**src/rtl/hazard_fwd_unit.sv**
```systemverilog
// hazard_fwd_unit: tag-pipeline operand forwarding, load-use stall and branch flush control.
// Stall/flush performance counters are built only when HAZARD_PERF_EN is defined.
module hazard_fwd_unit #(
  parameter int RA_W         = 2,
  parameter int DEPTH        = 2,
  parameter int LOAD_STAGE   = 1,
  parameter int FLUSH_CYCLES = 1,
  parameter int SEL_W        = $clog2(DEPTH + 1)
) (
  input  logic             clock,
  input  logic             reset,
  input  logic             id_valid,
  input  logic [RA_W-1:0]  id_src1,
  input  logic [RA_W-1:0]  id_src2,
  input  logic             id_use1,
  input  logic             id_use2,
  input  logic [RA_W-1:0]  id_dst,
  input  logic             id_wr,
  input  logic             id_is_load,
  input  logic             branch_taken,
  output logic [SEL_W-1:0] fwd1_sel,
  output logic [SEL_W-1:0] fwd2_sel,
  output logic             fwd1_mem,
  output logic             fwd2_mem,
  output logic             stall,
  output logic             flush,
  output logic [15:0]      stall_cnt,
  output logic [15:0]      flush_cnt
);

  localparam int CNT_W = (FLUSH_CYCLES > 1) ? $clog2(FLUSH_CYCLES) : 1;

  typedef struct packed {
    logic            valid;
    logic [RA_W-1:0] dst;
    logic            is_load;
  } tag_t;

  typedef enum logic {RUN, FLUSH} state_t;

  tag_t             tag_q [DEPTH];
  tag_t             tag0_d;
  state_t           state_q;
  logic [CNT_W-1:0] cnt_q;

  logic [SEL_W-1:0] sel1_raw, sel2_raw;
  logic             mem1_raw, mem2_raw;
  logic             lu1, lu2;

  // NOTE: every always_comb output gets a default first; a missed path would infer a latch.
  always_comb begin
    sel1_raw = SEL_W'(DEPTH);
    sel2_raw = SEL_W'(DEPTH);
    mem1_raw = 1'b0;
    mem2_raw = 1'b0;
    lu1      = 1'b0;
    lu2      = 1'b0;
    // Scan oldest to youngest so the youngest match is the one left standing.
    for (int i = DEPTH - 1; i >= 0; i--) begin
      if (tag_q[i].valid && tag_q[i].dst == id_src1 && id_use1) begin
        sel1_raw = SEL_W'(i);
        mem1_raw = tag_q[i].is_load;
        lu1      = tag_q[i].is_load && (i < LOAD_STAGE);
      end
      if (tag_q[i].valid && tag_q[i].dst == id_src2 && id_use2) begin
        sel2_raw = SEL_W'(i);
        mem2_raw = tag_q[i].is_load;
        lu2      = tag_q[i].is_load && (i < LOAD_STAGE);
      end
    end
  end

  assign flush    = branch_taken | (state_q == FLUSH);
  assign stall    = id_valid & ~flush & (lu1 | lu2);
  assign fwd1_sel = flush ? SEL_W'(DEPTH) : sel1_raw;
  assign fwd2_sel = flush ? SEL_W'(DEPTH) : sel2_raw;
  assign fwd1_mem = ~flush & mem1_raw;
  assign fwd2_mem = ~flush & mem2_raw;

  always_comb begin
    tag0_d = '0;
    if (!(stall || flush)) begin
      tag0_d.valid   = id_valid & id_wr;
      tag0_d.dst     = id_dst;
      tag0_d.is_load = id_is_load;
    end
  end

  // NOTE: the tag pipeline is a handful of flops, not a RAM, so it is reset like any other state.
  always_ff @(posedge clock) begin
    if (!reset) begin
      for (int i = 0; i < DEPTH; i++) tag_q[i] <= '0;
    end else begin
      // NOTE: non-blocking assignments let every stage see the pre-edge value of its neighbour.
      tag_q[0] <= tag0_d;
      for (int i = 1; i < DEPTH; i++) tag_q[i] <= tag_q[i-1];
    end
  end

  always_ff @(posedge clock) begin
    if (!reset) begin
      state_q <= RUN;
      cnt_q   <= '0;
    end else if (branch_taken) begin
      if (FLUSH_CYCLES > 1) begin
        state_q <= FLUSH;
        cnt_q   <= CNT_W'(FLUSH_CYCLES - 1);
      end
    end else if (state_q == FLUSH) begin
      cnt_q <= cnt_q - CNT_W'(1);
      if (cnt_q == CNT_W'(1)) state_q <= RUN;
    end
  end

`ifdef HAZARD_PERF_EN
  logic [15:0] stall_cnt_q, flush_cnt_q;

  always_ff @(posedge clock) begin
    if (!reset) begin
      stall_cnt_q <= '0;
      flush_cnt_q <= '0;
    end else begin
      if (stall && stall_cnt_q != 16'hFFFF) stall_cnt_q <= stall_cnt_q + 16'd1;
      if (flush && flush_cnt_q != 16'hFFFF) flush_cnt_q <= flush_cnt_q + 16'd1;
    end
  end

  assign stall_cnt = stall_cnt_q;
  assign flush_cnt = flush_cnt_q;
`else
  assign stall_cnt = '0;
  assign flush_cnt = '0;
`endif

endmodule

```
**config.mk**
```make
export PLATFORM = sky130hd
export DESIGN_NAME = hazard_fwd_unit
export DESIGN_NICKNAME = d
export VERILOG_FILES = /design/src/rtl/hazard_fwd_unit.sv
export SDC_FILE = /design/constraint.sdc
export NUM_CORES = 1
export LEC_CHECK = 0
export BUFFER_PORTS_ARGS = -buffer_cell sky130_fd_sc_hd__buf_4
export CAP_MARGIN = 5
export CORE_AREA = 2 2 54 56
export CTS_CLUSTER_DIAMETER = 50
export DETAILED_ROUTE_END_ITERATION = 16
export DIE_AREA = 0 0 56 58
export PLACE_DENSITY = 0.6
export SYNTH_ARGS = -nofsm -noshare
export SYNTH_HDL_FRONTEND = slang
export SYNTH_SLANG_ARGS = --single-unit
```
**constraint.sdc**
```tcl
create_clock -name clock -period 1.3 [get_ports clock]
set_input_delay 0.195 -clock clock [delete_from_list [all_inputs] [get_ports clock]]
set_output_delay 0.195 -clock clock [all_outputs]
set_load 0.05 [all_outputs]
```
# Word level (Yosys, flattened, before mapping)
# Memories as Yosys holds them, arrays and structs flattened.
# Cells that the tools add are included.
[op_classes] n_reduce_logical=10 n_mux=19 n_addsub=1 bitwise_logic=11 n_eq_ne=4
[op_table] cell="2-bit 2-to-1 mux" count=6
[op_table] cell="4-bit 2-to-1 mux" count=3
[op_table] cell="1-bit 2-to-1 mux" count=10
[op_table] cell="2-bit == test" count=4
[op_table] cell="1-bit logical AND" count=8
[op_table] cell="1-bit AND" count=5
[op_table] cell="1-bit bitwise OR" count=4
[op_table] cell="1-bit inverter" count=2
[op_table] cell="2-bit AND reduction" count=1
[op_table] cell="1-bit logical OR" count=1
[op_table] cell="1-bit subtractor (second input constant)" count=1
[totals] reg_bits=2 in_bits=14 out_inout_bits=40 mem_bits_rw=8 mem_count=1
[memory_table] name="tag_q" depth=2 word_bits=4 rd=2 rd_ports_with_merged_regs=0 wr=2 line_no="41" source="tag_t tag_q [DEPTH];"

# Depth between registers and ports, before layout
# Gate-level depths: netlist (run 1).
# An unclocked memory read counts as a cell.
[depth] ltp_word=10 mapped_depth=4 mapped_depth_nobuf=4

# Worst setup path after synthesis (run 1)
# No wires, ideal clock.
[synth_timing] path_kind="register -> output" start="reg state_q" end="out fwd1_sel[0]" path_slack_ns=-0.735 t_arrival_ns=1.840 path_buffers=0 path_stages_with_launch=4 path_cell_list="dfxtp_1 -> nor2_1 -> nand2_1 -> nor3_1"
[synth_via] elab_chain_cells=2
[synth_rtl] item="start: declaration" line_no="43" source="state_t state_q;"
[synth_rtl] item="start signal: assignment" line_no="102" source="state_q <= RUN;"
[synth_rtl] item="start signal: assignment" line_no="106" source="state_q <= FLUSH;"
[synth_rtl] item="start signal: assignment" line_no="111" source="if (cnt_q == CNT_W'(1)) state_q <= RUN;"
[synth_rtl] item="1-bit bitwise OR" line_no="73" source="assign flush = branch_taken | (state_q == FLUSH);"
[synth_rtl] item="2-bit 2-to-1 mux" line_no="75" source="assign fwd1_sel = flush ? SEL_W'(DEPTH) : sel1_raw;"
[synth_rtl] item="end: declaration" line_no="21" source="output logic [SEL_W-1:0] fwd1_sel,"
# No other way between the ends.

==> results of run 1 <==
stage by stage:
stage	hold slack [ps]	instances	setup WS, ps	TNS [ps]
global placement	442.8	151	-220.6	-820.7
CTS	168.3	157	-489.9	-2917
global route	167.7	160	-549.4	-3804
detailed placement	449.1	151	-238.8	-1154
finish	176.0	160	-486.9	-2872
floorplan	329.2	125	-236.8	-1719
per-layer routing:
| metal | part of all wire | track usage |
|---|---|---|
| met3 | 0.076 | 0.02455 |
| met4 | 0 | 0.04082 |
| met1 | 0.38 | 0.1085 |
| met5 | 0 | 0 |
| met2 | 0.55 | 0.1597 |
synthesized netlist by cell type (all sizes together):
cell type | count | area share
buf | 32 | 0.33
dfxtp | 10 | 0.27
nand2 | 8 | 0.041
nor2 | 7 | 0.036
and2 | 5 | 0.044
nand3 | 5 | 0.034
xnor2 | 5 | 0.059
nor3 | 4 | 0.041
xor2 | 4 | 0.048
a21oi | 3 | 0.020
inv | 3 | 0.015
o21ai | 2 | 0.014
or3 | 2 | 0.017
clkbuf | 1 | 0.0051
conb | 1 | 0.0051
nand4 | 1 | 0.0085
o2111a | 1 | 0.015
layout make-up:
cell class              instances  area, um^2
well taps                      31       38.79
inverters                       3       13.76
repair buffers                 33       296.5
clock buffers                   4       36.28
multi-input cells              79       515.5
flip-flops and latches         10       212.7
fillers                       276        1549
state kept, by name, summed over array words and instances, names as in the netlist:
register and count:
cnt_q 1, state_q 1, tag_q 8
critical path: stages, from the launching register on:
cell     delay [ps]
dfxtp_4         360
xor2_1          180
nor3_2           90
or3_4           400
a21oi_4         130
buf_6           170
timing repair:
action,4_1_cts,5_1_grt
endpoints found under the setup margin,12,12
buffers inserted,2,4
hold buffers,0,0
resized for setup,13,16
pin swaps,9,4
power groups by stage:
| stage | logic, mW | clock network [mW] | registers [mW] |
|---|---|---|---|
| global route | 0.351 | 0.310 | 0.321 |
| global placement | 0.303 | 0 | 0.327 |
| detailed placement | 0.304 | 0 | 0.328 |
| CTS | 0.313 | 0.287 | 0.320 |
| finish | 0.334 | 0.280 | 0.320 |
| floorplan | 0.325 | 0 | 0.326 |
worst max path at each step:
stage	startpoint	end	slack [ps]	cells past startpoint
after floorplan	tag_q[0][5]	fwd1_sel[1]	-240	4
after global placement	tag_q[0][2]	fwd2_mem	-220	5
after detailed placement	tag_q[0][2]	fwd2_mem	-240	5
after CTS	tag_q[0][1]	fwd2_mem	-490	5
after global routing	tag_q[0][1]	fwd1_mem	-550	5
final	tag_q[0][1]	fwd2_mem	-490	5
logic make-up (layout without fill, tap and decap cells):
family	Yosys count	in the layout
xor gates and xnor gates	9	9
AOI/OAI and AO/OA	6	6
other	1	32
DFF	10	10
and+or+nand+nor	32	32
buffers and inverters	36	40
==> impl_metrics.toml, run 1 <==
[outcome]
outcome = "finished with violations"
violations = "negative setup slack"

[timing]
period_share = 1.375
setup_viol = 11
final.setup_skew_ps = 2.201
fin_crit_ps = 1787
worst_slack_ps = -486.9
clock.fmax_mhz = 559.6
hold_viol_final = 0
slew_violations = 0
rsz0062_at_grt = "true"

[critical_path]
setup.worst_path.start_class = "register"
reg2reg_to = "tag_q[0][3]"
r2r_cells = 6
reg2reg_from = "tag_q[0][1]"
path_max_fanout = 4
r2r_setup_slack_ps = -60
critPathRequiredTime_ps = 1110
criticalPathCategory = "register to primary output"
arrival_ps = 1590
end_kind = "primary output"

[clocking]
h-tree-depth = 1
clock_path_buffers = 2
clkSinkCount = 10
clk_pin_slew_ps = 60
root_buffer = "clkbuf_4"
clkLatencyLatePin_ps = 260
cts_tree = "built"
numCtsBuffers = 3

[route]
first_pass_iters = 2
drt_iter0_markers = 7
routedWlPerCell_um = 9.675
drc_errors = 0
dr_total_vias = 614
ant_nets = 0
finalWirelength_um = 1548
routed_via_density = 3.838

[global_routing]
antenna_found_initial = 0
track_usage = 0.09258
grt.overflow.total = 0
grt_pass1_wl_um = 2366
grt_max_degree = 11
first_global_vias = 540

[synth]
postSynthAreaPerCell_um2 = 7.840
synth_seq_cells = 10
yosysSeqAreaShare = 0.2716
synth_top_family_by_area = "buffers and inverters"
synth-simple-area-share = 0.2207
synthCells = 94
syn-cell-area_um2 = 737.0
synth_xor_area_frac = 0.1070
yosysWarnings = 0
synth.area.mux_share = 0
synth_fa_ha_area_frac = 0
synth_cell_types = 19
synth_compound_area_frac = 0.04924

[power_and_ir_drop]
powerDensity_nw_per_um2 = 839.1
p_total_uw = 934.4
sw_frac_of_total = 0.4079
peakVddDrop_mv = 0.4579
netSwitchingPower_uw = 381.2
power.internal_uw = 553.2
comb_power_share = 0.358
clkPwrFrac = 0.299
seq_power_share = 0.343
cellLeakagePower_nw = 0.4955

[die]
num_rows = 19
die_w_um = 56
pin_count = 54
die-area_um2 = 3248
dieHeight_um = 58
initial_core_util = 0.2768
core_area_um2 = 2663

[placement]
dpl_cell_area_um2 = 925.9
dp_hpwl_um = 1204
gp_congestion = 0.6906
io_buffers = 21

[final_layout]
fin_util = 0.4182
drive_gt1_frac = 0.4884
final_cell_mix = "conb_1, buf_4, buf_6"
syn_to_final_growth_pct = 51.10
n_antenna_cell = 0
fin_area_um2 = 1114
final_common_cell = "conb_1"
nets = 144

[job]
max_cap_violations = 0

[min_path]
holdCritStartpoint = "id_dst[1]"
min_path_type = "input pin to register"
holdPathEnd = "tag_q[0][2]"
hold_depth = 3
No activity file was read; power rests on OpenSTA's default activity.
==> run 2, diff against run 1 <==
ABC_AREA = 1   (was default)
CORE_AREA = 2 2 56 58   (was 2 2 54 56)
DIE_AREA = 0 0 58 60   (was 0 0 56 58)
PLACE_DENSITY = 0.59   (was 0.6)
==> run 2 against run 1 <==
  * The flow still finishes with violations (negative setup slack)
  * Sequential cell count is the same
  * Register-to-register slack gained 150 ps
  * Critical path depth grew 1
  * Total power shrank 0.12%
  * Area after synthesis grew 8.3%
  * Wire length shrank 2.3%
  * Die area grew 7.1%
  * Synthesized cell count grew 30%
  * Critical endpoint is now fwd1_sel[0]
==> impl_metrics.toml, run 2 <==
[outcome]
outcome = "finished with violations"
violations = "negative setup slack"

[clocking]
clock_path_buffers = 2
hold_buffers = 0
clk_pin_slew_ps = 70
numCtsBuffers = 3
h-tree-depth = 1
clkSinkCount = 10
root_buffer = "clkbuf_4"
cts_tree = "built"
clkLatencyLatePin_ps = 260

[global_routing]
grt_max_degree = 7
grt.overflow.total = 0
first_global_vias = 641
antenna_found_initial = 0
grt_pass1_wl_um = 2539
track_usage = 0.09461

[synth]
yosysWarnings = 0
synth.area.top_cells = "buf_4, dfxtp_1, nand2_1"
synthCells = 122
yosysTopAreaCell = "buf_4"
synth_flop_cell = "dfxtp_1"
synth_cell_types = 20
yosys-top-cells-count = "buf_4, nand2_1, inv_1"
syn-cell-area_um2 = 798.3
yosysSeqAreaShare = 0.2508
synth_edf_count = 0
synth_seq_cells = 10
ys_async_sr_fraction = 0
postSynthAreaPerCell_um2 = 6.543
yosysMostFrequentCell = "buf_4"
synth_top_cell_area_share = 0.3009

[timing]
fin_crit_ps = 1571
rsz0062_at_grt = "true"
period_share = 1.208
slew_violations = 0
setup_viol = 7
final.setup_skew_ps = 2.422
worst_slack_ps = -270.7
hold_viol_final = 0
clock.fmax_mhz = 636.7

[placement]
dp_hpwl_um = 1214
dpl_cell_area_um2 = 944.7
gp_congestion = 0.7611
io_buffers = 21
place_ws_ps = -107.6

[final_layout]
syn_to_final_growth_pct = 44.36
multi_input_area_um2 = 493.0
largest_reg_flops = 8
fin_area_um2 = 1152
final_cell_mix = "conb_1, nand2_1, buf_4"
nets = 170
fill_cells = 317
drive_gt1_frac = 0.4387
regMostFlops = "tag_q"
n_antenna_cell = 0
top_regs = "tag_q: 8 flops, cnt_q: 1 flops, state_q: 1 flops"
seq_area_um2 = 209.0
final_common_cell = "conb_1"

[die]
initial_core_util = 0.2750
die-area_um2 = 3480
dieHeight_um = 60
pin_count = 54
die_w_um = 58
core_area_um2 = 2903
num_rows = 20

[power_and_ir_drop]
cellLeakagePower_nw = 0.5987
power.internal_uw = 551.5
comb_power_share = 0.360
sw_frac_of_total = 0.4091
clkPwrFrac = 0.296
seq_power_share = 0.345
powerDensity_nw_per_um2 = 809.9
peakVddDrop_mv = 0.6641
netSwitchingPower_uw = 381.8

[critical_path]
setup.worst_path.start_class = "register"
criticalPathCategory = "register to primary output"
path_cells = "nor2_4 > inv_6 > nor2_4 > and3_4 > and2_4 > buf_8"
critPathRequiredTime_ps = 1110
cp_common_cell = "nor2_4"
slowest_stage = "dfxtp_2"
path_max_fanout = 3
end_kind = "primary output"
cp_slowest_stage_delay_ps = 330
arrival_ps = 1380

[route]
dr_total_vias = 698
ant_nets = 0
finalWirelength_um = 1512
drc_errors = 0
routedWlPerCell_um = 8.043
first_pass_iters = 3
routed_via_density = 3.713
drt_iter0_markers = 12

[job]
max_cap_violations = 0

[min_path]
min_path_type = "input pin to register"
==> run 2: timing repair <==
action	CTS	global route
resized for setup	28	15
setup endpoints to repair	8	12
pin swaps	8	11
setup buffers	6	0
==> run 2: through the flow <==
step,utilization,power (mW),setup TNS (ps),instances,hold slack (ps)
floorplan,-,0.6525,-387.9,153,292.6
global placement,0.3254,0.6323,-271.7,180,411.7
detailed placement,0.3254,0.6319,-278.8,180,417.2
CTS,0.3823,0.9325,-1929,189,137.9
global route,0.3970,0.9859,-2243,188,142.4
finish,0.3970,0.9333,-1558,188,145.4
==> run 2: cell families after synthesis <==
kind of cell    count (synthesis)  synth area share
buf+inv                        53            0.3997
simple gates                   49            0.2774
flops                          10            0.2508
compound gates                  7           0.04546
xor+xnor                        2           0.02195
other cells                     1          0.004698
==> run 2: final timing paths <==
check	from	end	slack, ps	cells past startpoint
max	state_q	fwd1_sel[0]	-270	6
min	id_dst[0]	tag_q[0][1]	150	3
max reg2reg	state_q	tag_q[0][1]	90	8
min reg2reg	tag_q[0][1]	tag_q[0][5]	450	2
==> run 2: final cells by class <==
type                    count  area share
clock buffers               4     0.03149
inverters                  21     0.07275
multi-input cells          90      0.4278
flip-flops and latches     10      0.1813
well taps                  33     0.03583
repair buffers             30      0.2508
==> run 2: routing by layer <==
metal  up-vias  share of wire  GRT usage
li1        364              -          -
met1       302           0.41     0.1173
met2        32           0.50     0.1575
met3         0          0.088    0.03463
met4         0              0    0.01993
met5         -              0          0
==> run 2: worst max-delay path: cells and delay by family (launching register included) <==
kind	cells	cell delay, ps
simple gates	4	600
flops	1	330
buf+inv	2	180
==> run 2: power groups by stage <==
stage                     sequential (mW)  clock, mW  combinational, mW
after global placement              0.328          0              0.304
after detailed placement            0.328          0              0.304
after CTS                           0.322      0.286              0.325
after global routing                0.323      0.309              0.354
final                               0.322      0.276              0.336
after floorplan                     0.326          0              0.326
==> run 3, diff against run 2 <==
SETUP_SLACK_MARGIN = 0.3   (was default)
==> run 3 against run 2 <==
  * Worst setup slack worse by 8.3 ps
  * Die area stayed put
  * The run still ends with negative setup slack left
  * Register-to-register slack worse by 40 ps
  * Sequential share of layout area is 0.87 points lower
  * Critical path type unchanged
  * Largest power group unchanged
  * Total power is 0.39% lower
  * Core utilization is 1.5 points higher
  * Non-clock buffer count is 5 higher
  * Clock skew is 0.53 ps lower
==> impl_metrics.toml, run 3 (synthesis gave the netlist of run 2 again) <==
[outcome]
outcome = "finished with violations"
violations = "negative setup slack"

[clocking]
numCtsBuffers = 3
root_buffer = "clkbuf_4"
clk_pin_slew_ps = 60
hold_buffers = 0
cts_tree = "built"
clkSinkCount = 10
clkLatencyLatePin_ps = 260
clock_path_buffers = 2
h-tree-depth = 1

[placement]
gp_congestion = 0.7093
dp_hpwl_um = 1264
place_ws_ps = -134.3
io_buffers = 21

[critical_path]
slowest_stage = "dfxtp_2"
cp_slowest_stage_delay_ps = 350
path_max_fanout = 4
setup.worst_path.start_class = "register"
path_cells = "inv_2 > nand2_1 > nand2_1 > nor2_1 > nand2_2 > buf_4 > and2_4 > buf_8"
cp_common_cell = "nand2_1"
end_kind = "primary output"
arrival_ps = 1380
critPathRequiredTime_ps = 1110
criticalPathCategory = "register to primary output"

[die]
die_w_um = 58
die-area_um2 = 3480
core_area_um2 = 2903
initial_core_util = 0.2750
pin_count = 54
num_rows = 20
dieHeight_um = 60

[route]
met1_length_um = 513
ant_nets = 0
first_pass_iters = 3
dr_wl_met2_um = 879
routedWlPerCell_um = 7.756
finalWirelength_um = 1497
dr.max_layer_used = "met3"
dr_total_vias = 721
drc_errors = 0
drt_iter0_markers = 9
routed_via_density = 3.736
wl_met3_um = 103

[global_routing]
grt_max_degree = 7
track_usage = 0.09095
antenna_found_initial = 0
first_global_vias = 621
grt.overflow.total = 0
grt_pass1_wl_um = 2428

[power_and_ir_drop]
clkPwrFrac = 0.287
seq_power_share = 0.347
powerDensity_nw_per_um2 = 777.2
cellLeakagePower_nw = 0.6284
netSwitchingPower_uw = 372.1
power.internal_uw = 557.5
sw_frac_of_total = 0.4003
comb_power_share = 0.366
peakVddDrop_mv = 0.4923

[final_layout]
largest_reg_flops = 8
regMostFlops = "tag_q"
fin_util = 0.4121
syn_to_final_growth_pct = 49.84
final_cell_mix = "conb_1, buf_4, nand2_1"
final_common_cell = "conb_1"
nets = 175
top_regs = "tag_q: 8 flops, cnt_q: 1 flops, state_q: 1 flops"
drive_gt1_frac = 0.4250
n_antenna_cell = 0

[timing]
final.setup_skew_ps = 1.894
timing.hold.ws_ps = 150.6
fin_crit_ps = 1579
slew_violations = 0
period_share = 1.215
clock.fmax_mhz = 633.3
hold_viol_final = 0
rsz0062_at_grt = "true"
setup_viol = 8
worst_slack_ps = -278.9

[job]
max_cap_violations = 0

[min_path]
min_path_type = "input pin to register"
## run 3: cell count changes in the layout (fill, tap and decap cells not counted), sizes merged
cell      delta
buf          +5
clkinvlp     +1
inv          -1
## run 3: path summary, 6_finish.rpt
path	startpoint	end	slack, ps	depth (start not counted)
setup / recovery	tag_q[0][1]	fwd1_sel[0]	-280	8
hold / removal	id_dst[1]	tag_q[0][2]	150	3
setup reg to reg	state_q	tag_q[0][0]	50	8
hold reg to reg	tag_q[0][0]	tag_q[0][4]	450	2
## run 3: timing repair
action / in CTS / in global routing
pin swaps: 5 / 3
cloned: 0 / 0
resized for setup: 25 / 7
setup endpoints to repair: 12 / 12
setup buffers: 3 / 1
## run 3: power by group through the flow
| stage | Clock (mW) | Combinational (mW) | Sequential, mW |
|---|---|---|---|
| final | 0.267 | 0.340 | 0.322 |
| after global routing | 0.294 | 0.359 | 0.323 |
| after detailed placement | 0 | 0.315 | 0.328 |
| after CTS | 0.282 | 0.332 | 0.322 |
| after global placement | 0 | 0.315 | 0.327 |
| after floorplan | 0 | 0.329 | 0.326 |
## run 3: layer usage
layer,GRT usage,vias up
met5,0,-
met4,0.04983,0
met3,0.006494,0
met2,0.1818,32
met1,0.09245,316
li1,-,373
## run 3: worst max-delay path: cells and delay by family, from the launching register on
kind | cells | cell delay [ps]
buf+inv | 3 | 330
simple gates | 5 | 440
flops | 1 | 350
## run 3: stage by stage
step	area, um^2	TNS, ps	power (mW)	std cells
after floorplan	977.2	-105.6	0.6551	153
after global placement	1011	-541.0	0.6422	185
after detailed placement	1011	-529.2	0.6422	185
after CTS	1157	-2087	0.9359	192
after global routing	1196	-2444	0.9764	193
final	1196	-1745	0.9296	193
## run 3: layout make-up
class / count / area [um^2]
Multi-Input combinational cell: 90 / 498.0
Timing Repair Buffer: 35 / 326.6
Sequential cell: 10 / 206.4
Tap cell: 33 / 41.29
Fill cell: 311 / 1707
Inverter: 21 / 87.58
Clock buffer: 4 / 36.28
